**src/rtl/inv_sub_bytes_iter_pkg.sv**
```systemverilog
// Shared AES definitions: state geometry, affine constant, iterative-engine FSM
// states and the GF(2^8) inverse used by the S-box lanes.
package inv_sub_bytes_iter_pkg;

    localparam int AES_STATE_W = 128;
    localparam int AES_BYTES = 16;
    localparam logic [7:0] INV_AFFINE_C = 8'h05;

    typedef enum logic [1:0] {
        IDLE = 2'd0,
        BUSY = 2'd1,
        DONE = 2'd2
    } aes_iter_state_e;

    function automatic logic [7:0] gf_mul(input logic [7:0] a, input logic [7:0] b);
        logic [7:0] p;
        logic [7:0] x;
        p = 8'h00;
        x = a;
        for (int i = 0; i < 8; i++) begin
            if (b[i]) p = p ^ x;
            x = {x[6:0], 1'b0} ^ (x[7] ? 8'h1b : 8'h00);
        end
        return p;
    endfunction

    // a^254 == a^-1 in GF(2^8); zero maps to zero for free.
    function automatic logic [7:0] ninv(input logic [7:0] a);
        logic [7:0] r;
        r = 8'h01;
        for (int i = 7; i >= 0; i--) begin
            r = gf_mul(r, r);
            if (i != 0) r = gf_mul(r, a);
        end
        return r;
    endfunction

endpackage

```
**src/rtl/inv_sub_bytes_iter_if.sv**
```systemverilog
// Input/output valid-ready channels of the iterative InvSubBytes engine.
interface inv_sub_bytes_iter_if;
    import inv_sub_bytes_iter_pkg::*;

    logic                   in_valid;
    logic                   in_ready;
    logic [AES_STATE_W-1:0] in_data;
    logic                   out_valid;
    logic                   out_ready;
    logic [AES_STATE_W-1:0] out_data;
    logic                   busy;

    modport master (
        output in_valid, in_data, out_ready,
        input  in_ready, out_valid, out_data, busy
    );

    modport slave (
        input  in_valid, in_data, out_ready,
        output in_ready, out_valid, out_data, busy
    );

endinterface

```
**src/rtl/inv_sub_bytes_iter_inv_sbox.sv**
```systemverilog
// One combinational AES inverse S-box lane: inverse affine map, then GF(2^8) inverse.
module inv_sbox
    import inv_sub_bytes_iter_pkg::*;
(
    input  logic [7:0] s,
    output logic [7:0] y
);

    logic [7:0] x;

    // Bit i of each rotate-right term is s[i+k mod 8] for k = 2, 5, 7.
    assign x = {s[1:0], s[7:2]} ^ {s[4:0], s[7:5]} ^ {s[6:0], s[7]} ^ INV_AFFINE_C;
    assign y = ninv(x);

endmodule

```
**src/rtl/inv_sub_bytes_iter.sv**
```systemverilog
// Iterative AES InvSubBytes: substitutes BYTES_PER_CYCLE bytes of the held state
// per clock, then presents the full result over a valid/ready handshake.
module inv_sub_bytes_iter
    import inv_sub_bytes_iter_pkg::*;
#(
    parameter int BYTES_PER_CYCLE = 4
) (
    input logic clk,
    input logic rst,
    inv_sub_bytes_iter_if.slave bus
);

    localparam int NUM_STEPS = AES_BYTES / BYTES_PER_CYCLE;
    localparam int LANE_W = BYTES_PER_CYCLE * 8;
    localparam int CNT_W = (NUM_STEPS > 1) ? $clog2(NUM_STEPS) : 1;

    if (!(BYTES_PER_CYCLE == 1 || BYTES_PER_CYCLE == 2 || BYTES_PER_CYCLE == 4 ||
          BYTES_PER_CYCLE == 8 || BYTES_PER_CYCLE == 16)) begin : g_bad_bpc
        $error("inv_sub_bytes_iter: BYTES_PER_CYCLE must be 1, 2, 4, 8 or 16");
    end

    aes_iter_state_e        fsm_q;
    logic [CNT_W-1:0]       cnt_q;
    logic [AES_STATE_W-1:0] state_q;
    logic [AES_STATE_W-1:0] out_data_q;
    logic                   in_ready_q;
    logic                   out_valid_q;
    logic                   busy_q;

    logic [7:0]             shift;
    logic [LANE_W-1:0]      sel;
    logic [LANE_W-1:0]      lane_out;
    logic [AES_STATE_W-1:0] repl;
    logic [AES_STATE_W-1:0] mask;
    logic [AES_STATE_W-1:0] state_next;
    logic                   last_step;

    // Byte k sits at the MSB end, so the active window is found by shifting left.
    assign shift = 8'(cnt_q) * 8'(LANE_W);
    assign sel = LANE_W'((state_q << shift) >> (AES_STATE_W - LANE_W));

    for (genvar l = 0; l < BYTES_PER_CYCLE; l++) begin : g_lane
        inv_sbox u_inv_sbox (
            .s(sel[LANE_W-1-8*l -: 8]),
            .y(lane_out[LANE_W-1-8*l -: 8])
        );
    end

    assign repl = (AES_STATE_W'(lane_out) << (AES_STATE_W - LANE_W)) >> shift;
    assign mask = (AES_STATE_W'({LANE_W{1'b1}}) << (AES_STATE_W - LANE_W)) >> shift;
    assign state_next = (state_q & ~mask) | repl;
    assign last_step = (cnt_q == CNT_W'(NUM_STEPS - 1));

    always_ff @(posedge clk or posedge rst) begin
        if (rst) begin
            fsm_q       <= IDLE;
            cnt_q       <= '0;
            state_q     <= '0;
            out_data_q  <= '0;
            in_ready_q  <= 1'b1;
            out_valid_q <= 1'b0;
            busy_q      <= 1'b0;
        end else begin
            case (fsm_q)
                IDLE: begin
                    if (bus.in_valid && in_ready_q) begin
                        state_q    <= bus.in_data;
                        cnt_q      <= '0;
                        in_ready_q <= 1'b0;
                        busy_q     <= 1'b1;
                        fsm_q      <= BUSY;
                    end
                end
                BUSY: begin
                    state_q <= state_next;
                    if (last_step) begin
                        out_data_q  <= state_next;
                        out_valid_q <= 1'b1;
                        fsm_q       <= DONE;
                    end else begin
                        cnt_q <= cnt_q + 1'b1;
                    end
                end
                DONE: begin
                    if (bus.out_ready) begin
                        out_valid_q <= 1'b0;
                        in_ready_q  <= 1'b1;
                        busy_q      <= 1'b0;
                        fsm_q       <= IDLE;
                    end
                end
                default: begin
                    fsm_q       <= IDLE;
                    in_ready_q  <= 1'b1;
                    out_valid_q <= 1'b0;
                    busy_q      <= 1'b0;
                end
            endcase
        end
    end

    assign bus.in_ready  = in_ready_q;
    assign bus.out_valid = out_valid_q;
    assign bus.out_data  = out_data_q;
    assign bus.busy      = busy_q;

endmodule

```
**src/flat_wrapper.sv**
```systemverilog
// flat-port wrapper written by rule: the top's interface ports become plain ports
module inv_sub_bytes_iter_flat import inv_sub_bytes_iter_pkg::*;
#(
    parameter int BYTES_PER_CYCLE = 4
)
  (clk, rst, bus_in_valid, bus_in_data, bus_out_ready, bus_in_ready, bus_out_valid, bus_out_data, bus_busy);
  inv_sub_bytes_iter_if bus_i ();
  input logic clk;
  input logic rst;
  input wire logic [$bits(bus_i.in_valid)-1:0] bus_in_valid;
  input wire logic [$bits(bus_i.in_data)-1:0] bus_in_data;
  input wire logic [$bits(bus_i.out_ready)-1:0] bus_out_ready;
  output wire logic [$bits(bus_i.in_ready)-1:0] bus_in_ready;
  output wire logic [$bits(bus_i.out_valid)-1:0] bus_out_valid;
  output wire logic [$bits(bus_i.out_data)-1:0] bus_out_data;
  output wire logic [$bits(bus_i.busy)-1:0] bus_busy;
  assign bus_i.in_valid = bus_in_valid;
  assign bus_i.in_data = bus_in_data;
  assign bus_i.out_ready = bus_out_ready;
  assign bus_in_ready = bus_i.in_ready;
  assign bus_out_valid = bus_i.out_valid;
  assign bus_out_data = bus_i.out_data;
  assign bus_busy = bus_i.busy;
  inv_sub_bytes_iter #(.BYTES_PER_CYCLE(BYTES_PER_CYCLE)) u_core (.clk(clk), .rst(rst), .bus(bus_i));
endmodule
```
**config.mk**
```make
export PLATFORM = sky130hd
export DESIGN_NAME = inv_sub_bytes_iter_flat
export DESIGN_NICKNAME = d
export VERILOG_FILES = /design/src/rtl/inv_sub_bytes_iter_pkg.sv /design/src/rtl/inv_sub_bytes_iter_if.sv /design/src/rtl/inv_sub_bytes_iter_inv_sbox.sv /design/src/rtl/inv_sub_bytes_iter.sv /design/src/flat_wrapper.sv
export SDC_FILE = /design/constraint.sdc
export NUM_CORES = 2
export LEC_CHECK = 0
export CORE_ASPECT_RATIO = 0.9
export CORE_MARGIN = 4
export CORE_UTILIZATION = 37
export CTS_BUF_LIST = sky130_fd_sc_hd__clkbuf_4 sky130_fd_sc_hd__clkbuf_8 sky130_fd_sc_hd__clkbuf_16
export DETAILED_ROUTE_END_ITERATION = 7
export GPL_TIMING_DRIVEN = 0
export HOLD_SLACK_MARGIN = 0.05
export PLACE_DENSITY = 0.57
export SYNTH_ARGS = -nofsm -noshare
export SYNTH_HDL_FRONTEND = slang
export SYNTH_SLANG_ARGS = --single-unit
```
**constraint.sdc**
```tcl
create_clock -name clk -period 78.1 [get_ports clk]
set_input_delay 7.81 -clock clk [delete_from_list [all_inputs] [get_ports clk]]
set_output_delay 7.81 -clock clk [all_outputs]
set_load 0.01 [all_outputs]
```
### Word level (Yosys, flattened, before mapping)

Cells that the tools add are included.

* register bits after elaboration: 263
* input bits: 132
* output and inout port bits: 131
* logic and storage cells: 1629

* add/sub/neg operators: 1
* equal/unequal tests: 7
* shifts and indexed selects: 3
* multiplexer cells: 829
* bitwise logic cells: 773
* reductions and logical operators: 9

Operator list (number)
* two-way mux 8 bit: 420
* bitwise XOR 8 bit: 372
* bitwise XOR 8 x 5 -> 8 bit: 364
* two-way mux 5 bit: 368
* case mux 128 bit (2 select lines): 1
* AND 128 bit: 1
* two-way mux 128 bit: 1
* NOT 128 bit: 1
* bitwise OR 128 bit: 1
* << shifter 128 x 7 -> 128 bit: 1
* >> shifter 128 x 7 -> 128 bit: 1
* >> shifter 128 x 7 -> 128 bit (first input constant): 1
* two-way mux 7 bit: 4
* NOT 1 bit (first input constant): 28
* two-way mux 6 bit: 4
* two-way mux 2 bit: 9
* two-way mux 4 bit: 4
* two-way mux 3 bit: 4
* AND reduction 3 bit: 4
* two-way mux 1 bit: 9
* case mux 1 bit (3 select lines): 3
* NOT 2 bit: 4
* case mux 2 bit (3 select lines): 1
* equality test 2 bit (second input constant): 2
* other kinds (10): 14

### Longest topological paths before layout

* word-level depth: 223
* mapped depth: 106
* depth with buffers taken out: 85

### Cells and area by module

From an unflattened synthesis, not the netlist that was laid out.

* cell total of the unflattened synthesis: 8676
* area, all modules: 74761.7 um2

Modules (own cells, without submodules)
* inv_sbox: instances 4, cells each 1875, area an instance 15546.2 um2, sequential area each 0.0 um2
* inv_sub_bytes_iter: instances 1, cells each 1176, area an instance 12577.1 um2, sequential area each 6582.6 um2

### Least setup slack after synthesis

No wires, ideal clock.

* kind: register to register
* from: reg u_core.cnt_q[0]
* to: reg u_core.state_q[106]
* setup time: 77 ps
* arrival: 24824 ps
* data required time: 78023 ps
* slack: 53198 ps
* stages on the path, launching flop included: 98
* path buffers: 18
* period minus slack after synthesis: 24902 ps
* path through: dfrtp_1 > buf_6 > buf_12 > buf_12 > buf_12 > mux4_2 > buf_2 > xnor3_2 > inv_2 > clkbuf_1 > buf_1 > clkbuf_1 > clkbuf_1 > ha_1 > buf_1 > xnor2_1 > xnor2_1 > nand2_1 > [... 62 more ...] > xnor2_1 > xnor2_1 > nor2_1 > xnor2_1 > xor2_1 > xor2_1 > nand2_1 > xor2_1 > xnor2_2 > ha_1 > xnor2_1 > xnor2_1 > xor2_1 > nand2b_1 > xnor2_1 > xnor2_1 > o21ai_0 > a21oi_1

* longest elaborated chain between the ends: 216
* elaborated cells between the ends (all ways): 394
* those cells by class: shift: 3; mux: 203; bitwise: 188

RTL lines
* start: declaration: RTL line inv_sub_bytes_iter.sv:23 `logic [CNT_W-1:0] cnt_q;`
* start signal: assignment: RTL line inv_sub_bytes_iter.sv:81 `cnt_q <= cnt_q + 1'b1;`
* << shifter 128 x 7 -> 128 bit: RTL line inv_sub_bytes_iter.sv:40 `assign sel = LANE_W'((state_q << shift) >> (AES_STATE_W - LANE_W));`
* bitwise XOR 8 bit (2 in a row): RTL line inv_sub_bytes_iter_inv_sbox.sv:12 `assign x = {s[1:0], s[7:2]} ^ {s[4:0], s[7:5]} ^ {s[6:0], s[7]} ^ INV_AFFINE_C;`
* NOT 2 bit (no line)
* two-way mux 1 bit: RTL line inv_sub_bytes_iter_pkg.sv:21 `if (b[i]) p = p ^ x;`
* two-way mux 2 bit: RTL line inv_sub_bytes_iter_pkg.sv:21
* two-way mux 3 bit: RTL line inv_sub_bytes_iter_pkg.sv:21
* two-way mux 4 bit: RTL line inv_sub_bytes_iter_pkg.sv:21
* two-way mux 5 bit: RTL line inv_sub_bytes_iter_pkg.sv:21
* [... 199 more ...]
* two-way mux 8 bit: RTL line inv_sub_bytes_iter_pkg.sv:21
* bitwise XOR 8 bit: RTL line inv_sub_bytes_iter_pkg.sv:21
* two-way mux 8 bit: RTL line inv_sub_bytes_iter_pkg.sv:21
* bitwise XOR 8 bit: RTL line inv_sub_bytes_iter_pkg.sv:21
* two-way mux 8 bit: RTL line inv_sub_bytes_iter_pkg.sv:21
* >> shifter 128 x 7 -> 128 bit: RTL line inv_sub_bytes_iter.sv:49 `assign repl = (AES_STATE_W'(lane_out) << (AES_STATE_W - LANE_W)) >> shift;`
* bitwise OR 128 bit *: RTL line inv_sub_bytes_iter.sv:51 `assign state_next = (state_q & ~mask) | repl;`
* case mux 128 bit (2 select lines) *: RTL line inv_sub_bytes_iter.sv:64 `case (fsm_q)`
* end signal: assignment: RTL line inv_sub_bytes_iter.sv:67 `state_q <= bus.in_data;`
* end signal: assignment: RTL line inv_sub_bytes_iter.sv:75 `state_q <= state_next;`
* end: declaration: RTL line inv_sub_bytes_iter.sv:24 `logic [AES_STATE_W-1:0] state_q;`

Mark *: on every way between the ends. The rest lies on a longest branch, timed or not.
A chain may end at the register's enable or synchronous reset.

### Worst setup path after layout

* from: reg u_core.cnt_q[1]
* to: reg u_core.state_q[42]

Same word-level chain as after synthesis.

==> summary.md <==
| Metric | Value |
|---|---|
| Status | `finished, violations left` |
| Failing checks | `design-rule violations, max-capacitance violations, max-slew violations` |
| Max-slew violations | `20` |
| Final hold vios | `0` |
| Area grow syn2layout | `9.69%` |
| Die Y | `422 um` |
| H-Tree Depth | `1` |
| Layout Skew | `roughly 70 ps` |
| Largest net degree at the start of global routing | `102` |
| Async S/R FF share, synth | `1.00` |
| Setup_tns | `0 ps` |
| Data arrival time of the worst path | `32,400 ps` |
| Cell repeated most along the worst path | `xnor2_1` |
| # fillers | `about 19,000` |
| Worst-Margin Slew | `between 1500 and 2000 ps` |
| Starting Density | `0.373` |
| WL final | `275,000 um` |
| Post-cts sizing count | `0` |
| Die area | `197,000 um2` |
| Port buffer count | `roughly 260` |
| Startpoint Class | `register` |
| Seq/Total Area, Yosys | `0.0936` |
| Total grt overflow | `0` |
| Final Critical Period | `31,850 ps` |
| First-pass GRT wire length | `406,000 um` |
| Vias | `66,356` |
| Layout cell share with drive strength beyond 1 | `0.0927` |
| Kind of critical path | `reg2reg` |
| Maximum clock insertion buffer count | `3` |
| Finished Layout Cells | `between 10,000 and 15,000` |
| Clock slew at reported path FFs | `70 ps` |
| Final Cycle Share | `0.408` |
| Syn_nets | `between 8,000 and 9,000` |
| Antenna viol nets, final | `0` |
| Core box area | `189,000 um2` |
| Postcts setup bufs | `0` |
| CTS tree | `built` |
| Clock Sinks | `263` |
| First-pass DRT Iterations | `8` |
| Final setup vio count | `0` |
| Post-synth top area cell | `xnor2_1` |
| Worst setup EP type | `register` |
| Clock Latency Late Sink | `620 ps` |
| DRC viols | `17` |
| Final Net Count | `roughly 9,000` |
| Register bit total from synthesis | `between 200 and 300` |
| Rows | `151` |
| Routed len/inst | `24.0 um` |
| Die width | `approximately 470 um` |
| RSZ-0062 raised after global routing | `false` |
| Area taken by multi-input logic gates | `59,400 um2` |
| Iteration-0 DRC count of the detailed router | `slightly below 8,000` |
| Number of enable flip-flop cells after synthesis | `0` |
| Largest stage delay, worst path | `850 ps` |
| CP required | `78,650 ps` |
| Max_slew headroom | `-0.0262` |
| Achievable frequency | `0.0314 GHz` |
| Register area | `between 6000 and 7000 um2` |
| Worst Hold Class | `reg2reg` |
| Max-cap viol count | `2` |
| Placed Cells | `between 10,000 and 15,000` |
| Via density | `around 5.8` |
| Synth area leaders | `xnor2_1 (16%), xnor3_1 (10%), dfrtp_1 (9.3%), xor2_1 (6.3%), nor2_1 (5.8%)` |
| Ys flop type | `dfrtp_1` |
| Top fanout value on the critical path | `10` |
| Initial antenna violation count | `28` |
| Hold Buf Count CTS | `0` |
| Fin Hold WS | `about 470 ps` |
| Number of global-route vias before repair | `around 63,000` |
| GRT Overall Usage | `0.264` |
| CTS buffer count | `28` |
| Top Ports | `263` |
| Cell variety after synth | `154` |
| CP top delay family | `XOR/XNOR gates` |
| Clock root buffer | `clkbuf_16` |
| Slowest CP cell | `xnor2_1` |
| Final GP Congestion | `0.970` |
| CP Buf/Inv Count | `24` |
| Synth Warn # | `0` |
| Post-Syn Instances | `8,566` |
| Synth Area per Inst | `8.21 um2` |
| Post-synth top area share | `0.164` |
| Synthesized cell area | `70,400 um2` |
| DP Wirelength | `213,000 um` |
==> cell families after synthesis <==
kind of cell | share of synthesized area
and+or+nand+nor | 0.180
adders and majority gates | 0.00622
AOI/OAI and AO/OA | 0.175
buffers and inverters | 0.0626
muxes | 0.0507
xor gates and xnor gates | 0.432
DFF | 0.0936
==> routing by layer <==
| metal | vias up | share of wire | global-route usage |
|---|---|---|---|
| met1 | 32208 | 0.40 | 0.345 |
| met4 | 4 | 0.068 | 0.157 |
| li1 | 30463 | - | - |
| met5 | - | 0.000098 | 0 |
| met2 | 3144 | 0.45 | 0.420 |
| met3 | 537 | 0.075 | 0.0292 |
==> state kept, by name (all words and copies together) (netlist names) <==
name / count
u_core.bus.busy: 1
u_core.bus.in_ready: 1
u_core.bus.out_data: 128
u_core.bus.out_valid: 1
u_core.cnt_q: 2
u_core.fsm_q: 2
u_core.state_q: 128
==> per-stage QoR <==
step                      setup slack (ps)   util  area [um2]
after CTS                            46670  0.409       77100
after detailed placement             46680  0.404       76200
after global routing                 44420  0.409       77200
after global placement               47210  0.404       76100
after floorplan                      53200      -       70400
final                                46250  0.409       77200
==> area by class of cell <==
class                   instances  share of cell area
repair buffers                264              0.0347
clock inverters                 7             0.00110
plain buffers                 664              0.0518
well taps                    2524              0.0409
inverters                     109             0.00540
flip-flops and latches        263              0.0853
diodes                         19            0.000616
clock buffers                  41              0.0107
multi-input cells            7530               0.769
==> cells in the mapped netlist, types with 83 or more instances <==
library cell and number:
o21ai_0 383, nand2_1 923, a21oi_1 407, nor3_1 216
xnor3_1 327, xnor2_2 124, mux2i_1 226, nor2_1 1091
nand3_1 170, o21ai_1 87, xor2_1 505, buf_2 107
a22oi_1 165, clkbuf_8 96, dfrtp_1 262, o22ai_1 110
clkbuf_1 342, inv_1 83, xnor2_1 1320
==> placed cells by master, fill, tap and decap left out, types with 66 or more instances in the layout <==
cell                n
buf_2             107
a211oi_1           66
dfrtp_1           262
nand2_1           923
a22oi_1           165
xor2_1            505
o211ai_1           69
nor2_1           1091
inv_1              82
clkdlybuf4s50_1   262
xnor2_1          1318
xor3_1             70
nor3_1            216
o21ai_0           383
xnor2_2           126
clkbuf_8          101
o21ai_1            87
mux2i_1           226
nand3_1           170
o22ai_1           110
a21oi_1           407
clkbuf_1          342
xnor3_1           327
==> worst paths after layout <==
kind,from,to,slack (ps),depth (start not counted)
setup reg to reg,u_core.cnt_q[1],u_core.state_q[42],46250,96
setup / recovery,u_core.cnt_q[1],u_core.state_q[42],46250,96
hold / removal,u_core.bus.out_data[11],u_core.bus.out_data[11],470,2
max in group asynchronous,rst,u_core.bus.out_data[52],68760,4
hold reg to reg,u_core.bus.out_data[11],u_core.bus.out_data[11],470,2
min in group asynchronous,rst,u_core.bus.out_data[37],7900,2
==> worst register-to-register path, delay by kind of cell (launching register included) <==
| kind | cells | cell delay (ps) |
|---|---|---|
| XOR/XNOR | 43 | 17440 |
| buffers and inverters | 24 | 8080 |
| adder cells (fa/ha/maj) | 7 | 2460 |
| AND/OR/NAND/NOR | 14 | 1740 |
| AO/OA/AOI/OAI | 6 | 1020 |
| multiplexers | 2 | 560 |
| flip-flops | 1 | 480 |
Power is left out: the tool's default activity adds up to more than one toggle a clock period on the data nets, which glitch-free logic cannot reach.
